### src/rtl/seg_scan_ctrl.sv
// rtl/seg_scan_ctrl.sv - 24-bit binary to BCD converter and 8-digit 7-segment scan controller
// Optional build macro SEG_ZERO_BLANK_EN: blank leading zero digits at commit.
module seg_scan_ctrl #(
  parameter int REFRESH_DIV = 12500
) (
  input  logic        clk,
  input  logic        rst_n,
  input  logic        load,
  input  logic [23:0] value,
  output logic        busy,
  output logic [7:0]  an,
  output logic [4:0]  digit_holder
);

  localparam logic [4:0] CODE_BLANK = 5'b10000;
  localparam logic [4:0] CODE_DASH  = 5'b10001;
  localparam int         PW         = $clog2(REFRESH_DIV);
  localparam logic [PW-1:0] PRESC_LAST = PW'(REFRESH_DIV - 1);

  typedef enum logic [1:0] {
    IDLE   = 2'd0,
    CONV   = 2'd1,
    COMMIT = 2'd2
  } state_t;

  state_t state, state_nxt;

  logic [23:0]     shift_q;
  logic [31:0]     bcd_q;
  logic [31:0]     bcd_adj;
  logic [4:0]      iter_q;
  logic [7:0][4:0] disp_q;
  logic [7:0][4:0] commit_code;
  logic            accept;

  logic [PW-1:0]   presc_q;
  logic [2:0]      index_q;

  // FSM state register
  always_ff @(posedge clk or negedge rst_n) begin
    if (!rst_n) begin
      state <= IDLE;
    end else begin
      state <= state_nxt;
    end
  end

  always_comb begin
    state_nxt = state;
    busy      = 1'b0;
    accept    = 1'b0;
    case (state)
      IDLE: begin
        if (load) begin
          accept    = 1'b1;
          state_nxt = CONV;
        end
      end
      CONV: begin
        busy = 1'b1;
        if (iter_q == 5'd23) begin
          state_nxt = COMMIT;
        end
      end
      COMMIT: begin
        busy      = 1'b1;
        state_nxt = IDLE;
      end
      default: begin
        state_nxt = IDLE;
      end
    endcase
  end

  // Double-dabble correction: any nibble >= 5 gets +3 before the shift
  always_comb begin
    bcd_adj = bcd_q;
    for (int i = 0; i < 8; i++) begin
      if (bcd_q[4*i +: 4] >= 4'd5) begin
        bcd_adj[4*i +: 4] = bcd_q[4*i +: 4] + 4'd3;
      end
    end
  end

  always_comb begin
`ifdef SEG_ZERO_BLANK_EN
    logic lead;
    lead        = 1'b1;
    commit_code = '0;
    for (int i = 7; i >= 0; i--) begin
      if (lead && (bcd_q[4*i +: 4] == 4'd0) && (i != 0)) begin
        commit_code[i] = CODE_BLANK;
      end else begin
        lead           = 1'b0;
        commit_code[i] = {1'b0, bcd_q[4*i +: 4]};
      end
    end
`else
    commit_code = '0;
    for (int i = 7; i >= 0; i--) begin
      commit_code[i] = {1'b0, bcd_q[4*i +: 4]};
    end
`endif
  end

  always_ff @(posedge clk or negedge rst_n) begin
    if (!rst_n) begin
      shift_q <= '0;
      bcd_q   <= '0;
      iter_q  <= '0;
      disp_q  <= {8{CODE_DASH}};
    end else begin
      if (accept) begin
        shift_q <= value;
        bcd_q   <= '0;
        iter_q  <= '0;
      end else if (state == CONV) begin
        {bcd_q, shift_q} <= {bcd_adj, shift_q} << 1;
        iter_q           <= iter_q + 5'd1;
      end
      if (state == COMMIT) begin
        disp_q <= commit_code;
      end
    end
  end

  // Free-running scanner, never disturbed by conversions
  always_ff @(posedge clk or negedge rst_n) begin
    if (!rst_n) begin
      presc_q <= '0;
      index_q <= '0;
    end else if (presc_q == PRESC_LAST) begin
      presc_q <= '0;
      index_q <= index_q + 3'd1;
    end else begin
      presc_q <= presc_q + PW'(1);
    end
  end

  always_ff @(posedge clk or negedge rst_n) begin
    if (!rst_n) begin
      an           <= 8'hFF;
      digit_holder <= CODE_BLANK;
    end else begin
      an           <= ~(8'b1 << index_q);
      digit_holder <= disp_q[index_q];
    end
  end

endmodule

### config.mk
export PLATFORM = sky130hd
export DESIGN_NAME = seg_scan_ctrl
export DESIGN_NICKNAME = d
export VERILOG_FILES = /design/src/rtl/seg_scan_ctrl.sv
export SDC_FILE = /design/constraint.sdc
export NUM_CORES = 1
export LEC_CHECK = 0
export ABC_AREA = 1
export BUFFER_PORTS_ARGS = -buffer_cell sky130_fd_sc_hd__buf_2
export CORE_MARGIN = 8
export CORE_UTILIZATION = 60
export CTS_CLUSTER_DIAMETER = 150
export CTS_CLUSTER_SIZE = 28
export DETAILED_ROUTE_END_ITERATION = 8
export MAX_ROUTING_LAYER = met4
export PLACE_DENSITY = 0.79
export SKIP_CTS_REPAIR_TIMING = 1
export SYNTH_ARGS = -nofsm -noshare
export SYNTH_HDL_FRONTEND = slang
export SYNTH_SLANG_ARGS = --single-unit
### constraint.sdc
create_clock -name clk -period 1.8 [get_ports clk]
set_input_delay 0.45 -clock clk [delete_from_list [all_inputs] [get_ports clk]]
set_output_delay 0.45 -clock clk [all_outputs]
set_load 0.05 [all_outputs]
; ---- After elaboration in Yosys (flattened, before gate mapping)
; Index checks and enable logic that the tools add are counted.
[totals]
regBits = 133
elab_cells = 71
in_bits = 27
[op_classes]
eq_ne = 6
shift = 1
n_reduce_logical = 4
bitwise = 1
add_sub_neg = 11
magnitude_cmp = 9
mux = 23
[ops]
columns = cell, n
row1 = $mux 32, 2
row2 = $mux 24, 2
row3 = $ge 4x3->1 const B, 8
row4 = $add 4x2->4 const B, 7
row5 = $mux 4, 7
row6 = $bmux 5 s3, 1
row7 = $mux 5, 3
row8 = $add 14x1->14 const B, 1
row9 = $eq 14x14->1 const B, 1
row10 = $mux 14, 1
row11 = $not 8->8, 1
row12 = $shl 1x3->8 const A, 1
row13 = $add 5x1->5 const B, 1
row14 = $eq 5x5->1 const B, 1
row15 = $lt 3x4->1 const B, 1
row16 = $mux 2, 2
row17 = $ne 2x2->1 const B, 2
row18 = $pmux 2 s2, 1
row19 = $add 3x1->3 const B, 1
row20 = $add 3x2->3 const B, 1
row21 = $mux 1, 3
row22 = $mux 3, 1
row23 = $eq 2x1->1 const B, 1
row24 = $eq 2x2->1 const B, 1
row25 = 4 further kinds, 4

; ---- Depth between registers and ports, before layout
[depth]
ltp_word = 4
depth_mapped = 8
depth_no_buf = 8

; ---- Worst setup path after synthesis
; OpenSTA, ideal clock, no wires.
[synth_path]
kind = register to output
startpoint = reg state[0]
endpoint = out busy
path_buffers = 0
required_ns = 1.350
setup_slack_ns = 0.359
stages_incl_launch_ff = 3
arrival_ns = 0.991
cell_sequence = dfrtp_1 inv_1 ha_1
[synth_via]
elab_chain_len = 3
word_cells_on_any_way = 4
[synth_lines]
columns = item, line_no
row1 = "start, declared", 26  ; state_t state, state_nxt;
row2 = "start signal, assigned", 44  ; state <= state_nxt;
row3 = $eq 2x1->1 or $eq 2x2->1 (tied branches), 52  ; case (state)
row4 = $reduce_or 2->1 (no line) *, n/a
row5 = $mux 1 *, 52
row6 = "end, declared", 10  ; output logic busy,
; Every way passes the cells marked *; elsewhere a longest branch is shown, timed or not.

; ---- Worst setup path in the final report
[layout_path]
startpoint = reg state[1]
endpoint = out busy
; The elaborated chain is that of the path after synthesis.

==> metrics.txt <==
outcome=complete, but fails checks; failing checks=setup timing; placed standard-cell area=roughly 6500 µm²; max cap viols=0; crit path launch type=register; worst path cell trace=inv_2 > ha_4 > buf_8; Hold Vio Cnt, Final=0; number of diodes=0; Vias=4908; Synth top area share=0.443; Routed WL=between 10000 and 15000 µm; asr flop ratio synth=1.00; fillers=approximately 770; CTS tree=yes; Syn Inst Count=roughly 700; Slew Viols, Final=0; fraction of the yosys area taken by sequential cells=0.520; sequential power share=0.358; Max Fclk=between 500 and 600 MHz; Iter 0 DRT Violations=350; final setup violation count=1; Top FF cell, synth=dfrtp_1; antenna viol nets, final=0; largest cells by area after synthesis=dfrtp_1, nand2_1, dfstp_2; slowest CP cell=dfrtp_1; DIE AREA=13700 µm²; CTS Buffer Depth=2; Vias/cell=between 5 and 6; GRT Total Usage=0.210; share of cells above drive strength 1=0.163; Synth warnings=0; P per Cell Area=1460 nW/µm²; Clock Sinks=roughly 130; switching part of the total=0.318; Worst Path Required=1350 ps; Die Y-Extent=about 120 µm; Synthesized Nets=760; Critical Path Max Stage Delay=around 380 ps; EDFF count, synth=0; Sequential Area=3180 µm²; cell taking the most area after synthesis=dfrtp_1; Core ar.=a little over 10000 µm²; NetSw=between 3 and 4 mW; Clock Tree Root=clkbuf_8; crit-path max FO=3; most common cell in the netlist=nand2_1; Top Ports=a little over 40; Congestion Overflow GR=0; register bit total from synthesis=126; Final Net Count=808; Max IR drop VDD=0.00115 V; FP Rows=37; multi-input combinational cell area=approximately 2400 µm²; Synth-to-Final Area Change=18.5%; RD Place Congestion=0.863; CTS clk-pin slew, worst paths=about 60 ps; first-pass GRT wire length=around 22000 µm; vias in the first global route=around 4800; Finished Cell Area=7230 µm²; slew of the pin with the lowest slew margin=between 400 and 500 ps; combinational power share=0.263; largest net degree at the start of global routing=between 80 and 90; Hold Path Class=input pin to register; Leak Pwr=roughly 3.4 nW; Clock power frac=0.379; clock skew=approximately 7.0 ps; antenna violations before repair=0; wire per inst=14.4 µm; internal power=7.23 mW; CTS buffer count=17; Period minus WS final=1840 ps; Die W=between 100 and 150 µm; total power=about 11 mW; Commonest cells post-synth=nand2_1, dfrtp_1, inv_1; RSZ-0062 raised after global routing=yes; Synth Area per Inst=about 8.7 µm²; DP HPWL=around 8400 µm; H-tree depth=4; WS Path Type=register to output port; Initial Util=0.605; Synth cell types=34; Post-Syn Area=between 6000 and 7000 µm²; CP Data Arrival Time=1390 ps; Slew headroom=0.687; CP endpoint kind=output port; PortBufs=40; Clk Latency, worst-skew pair=roughly 520 ps; Remaining DRCs=0; Initial DRT Pass Iterations=5; Final WS setup=-36.0 ps; Tcrit/Tclk final=1.02
[power by group through the flow]
stage	combinational, mW	sequential, mW	clock, mW
3_5_place_dp	2.57	3.84	0
4_1_cts	2.62	3.80	4.05
2_1_floorplan	1.84	3.88	0
6_report	2.78	3.80	4.01
5_1_grt	3.09	3.87	4.18
3_3_place_gp	2.44	3.81	0
[layout by cell type (no fill, tap or decap), types with 4 or more instances in the layout]
cell and count:
buf_2 38, clkbuf_16 16, o21ai_1 5, nand4_1 4, o221ai_1 23, a21oi_1 45
ha_1 27, inv_2 5, bufinv_16 7, o22ai_1 17, nand2_1 159, buf_12 4
nor2_1 56, dfrtp_1 108, xor2_1 8, nand2_2 4, buf_4 11, nand3_1 20
o21ai_0 62, dfstp_2 18, inv_1 93, nor3_1 4
[area by class of cell]
| class | count | area share |
|---|---|---|
| Clock buffer | 19 | 0.0611 |
| Clock inverter | 13 | 0.0358 |
| Inverter | 101 | 0.0529 |
| Multi-Input combinational cell | 451 | 0.336 |
| Sequential cell | 126 | 0.439 |
| Tap cell | 136 | 0.0235 |
| Timing Repair Buffer | 55 | 0.0522 |
[per-stage QoR]
stage                util  setup WS [ps]  hold WS [ps]  TNS, ps  cells
floorplan               -            359           154        0    704
global placement    0.640            279           356        0    863
detailed placement  0.640            195           359        0    863
CTS                 0.710           -242         -96.9     -242    895
global route        0.717          -78.2           122    -78.2    901
finish              0.717          -36.0           139    -36.0    901
[sequential cells by signal, summed over array words and instances, names as in the netlist]
signal / cells
bcd_q: 32
index_q: 3
shift_q: 24
iter_q: 5
an: 8
disp_q: 33
presc_q: 14
state: 2
digit_holder: 5
[worst max-delay path, delay by kind of cell, from the launching register on]
family	cells	cell delay, ps
adder cells (fa/ha/maj)	1	270
buffers and inverters	2	220
flip-flops	1	380
[kinds of logic (layout without fill, tap and decap cells)]
| logic type | Yosys count | in the layout | synth area share |
|---|---|---|---|
| AND/OR/NAND/NOR | 254 | 254 | 0.169 |
| AO/OA/AOI/OAI | 156 | 156 | 0.148 |
| buffers and inverters | 127 | 188 | 0.0846 |
| flip-flops | 126 | 126 | 0.520 |
| adder cells (fa/ha/maj) | 29 | 29 | 0.0594 |
| XOR/XNOR | 9 | 9 | 0.0129 |
| multiplexers | 3 | 3 | 0.00553 |
[path summary, 6_finish.rpt]
check | to | cells after the start | from | slack, ps
max | busy | 3 | state[1]$_DFFE_PN0P_ | -40
max reg2reg | iter_q[0]$_DFFE_PN0P_ | 7 | state[0]$_DFFE_PN0P_ | 210
min reg2reg | digit_holder[4]$_DFF_PN1_ | 0 | disp_q[4]$_DFFE_PN1N_ | 370
min | shift_q[6]$_DFFE_PN0P_ | 3 | value[6] | 140
max in group asynchronous | disp_q[0]$_DFFE_PN1N_ | 3 | rst_n | 900
min in group asynchronous | disp_q[26]$_DFFE_PN0N_ | 3 | rst_n | 480
[per-layer routing]
layer / vias to the layer above / global-route usage / wire [µm]
li1: 2388 / - / -
met1: 2372 / 0.252 / 5780
met2: 130 / 0.336 / 6510
met3: 18 / 0.0528 / 530
met4: 0 / 0.0768 / 165
met5: - / - / 0
Note: power is estimated with default switching activity, not from simulation.
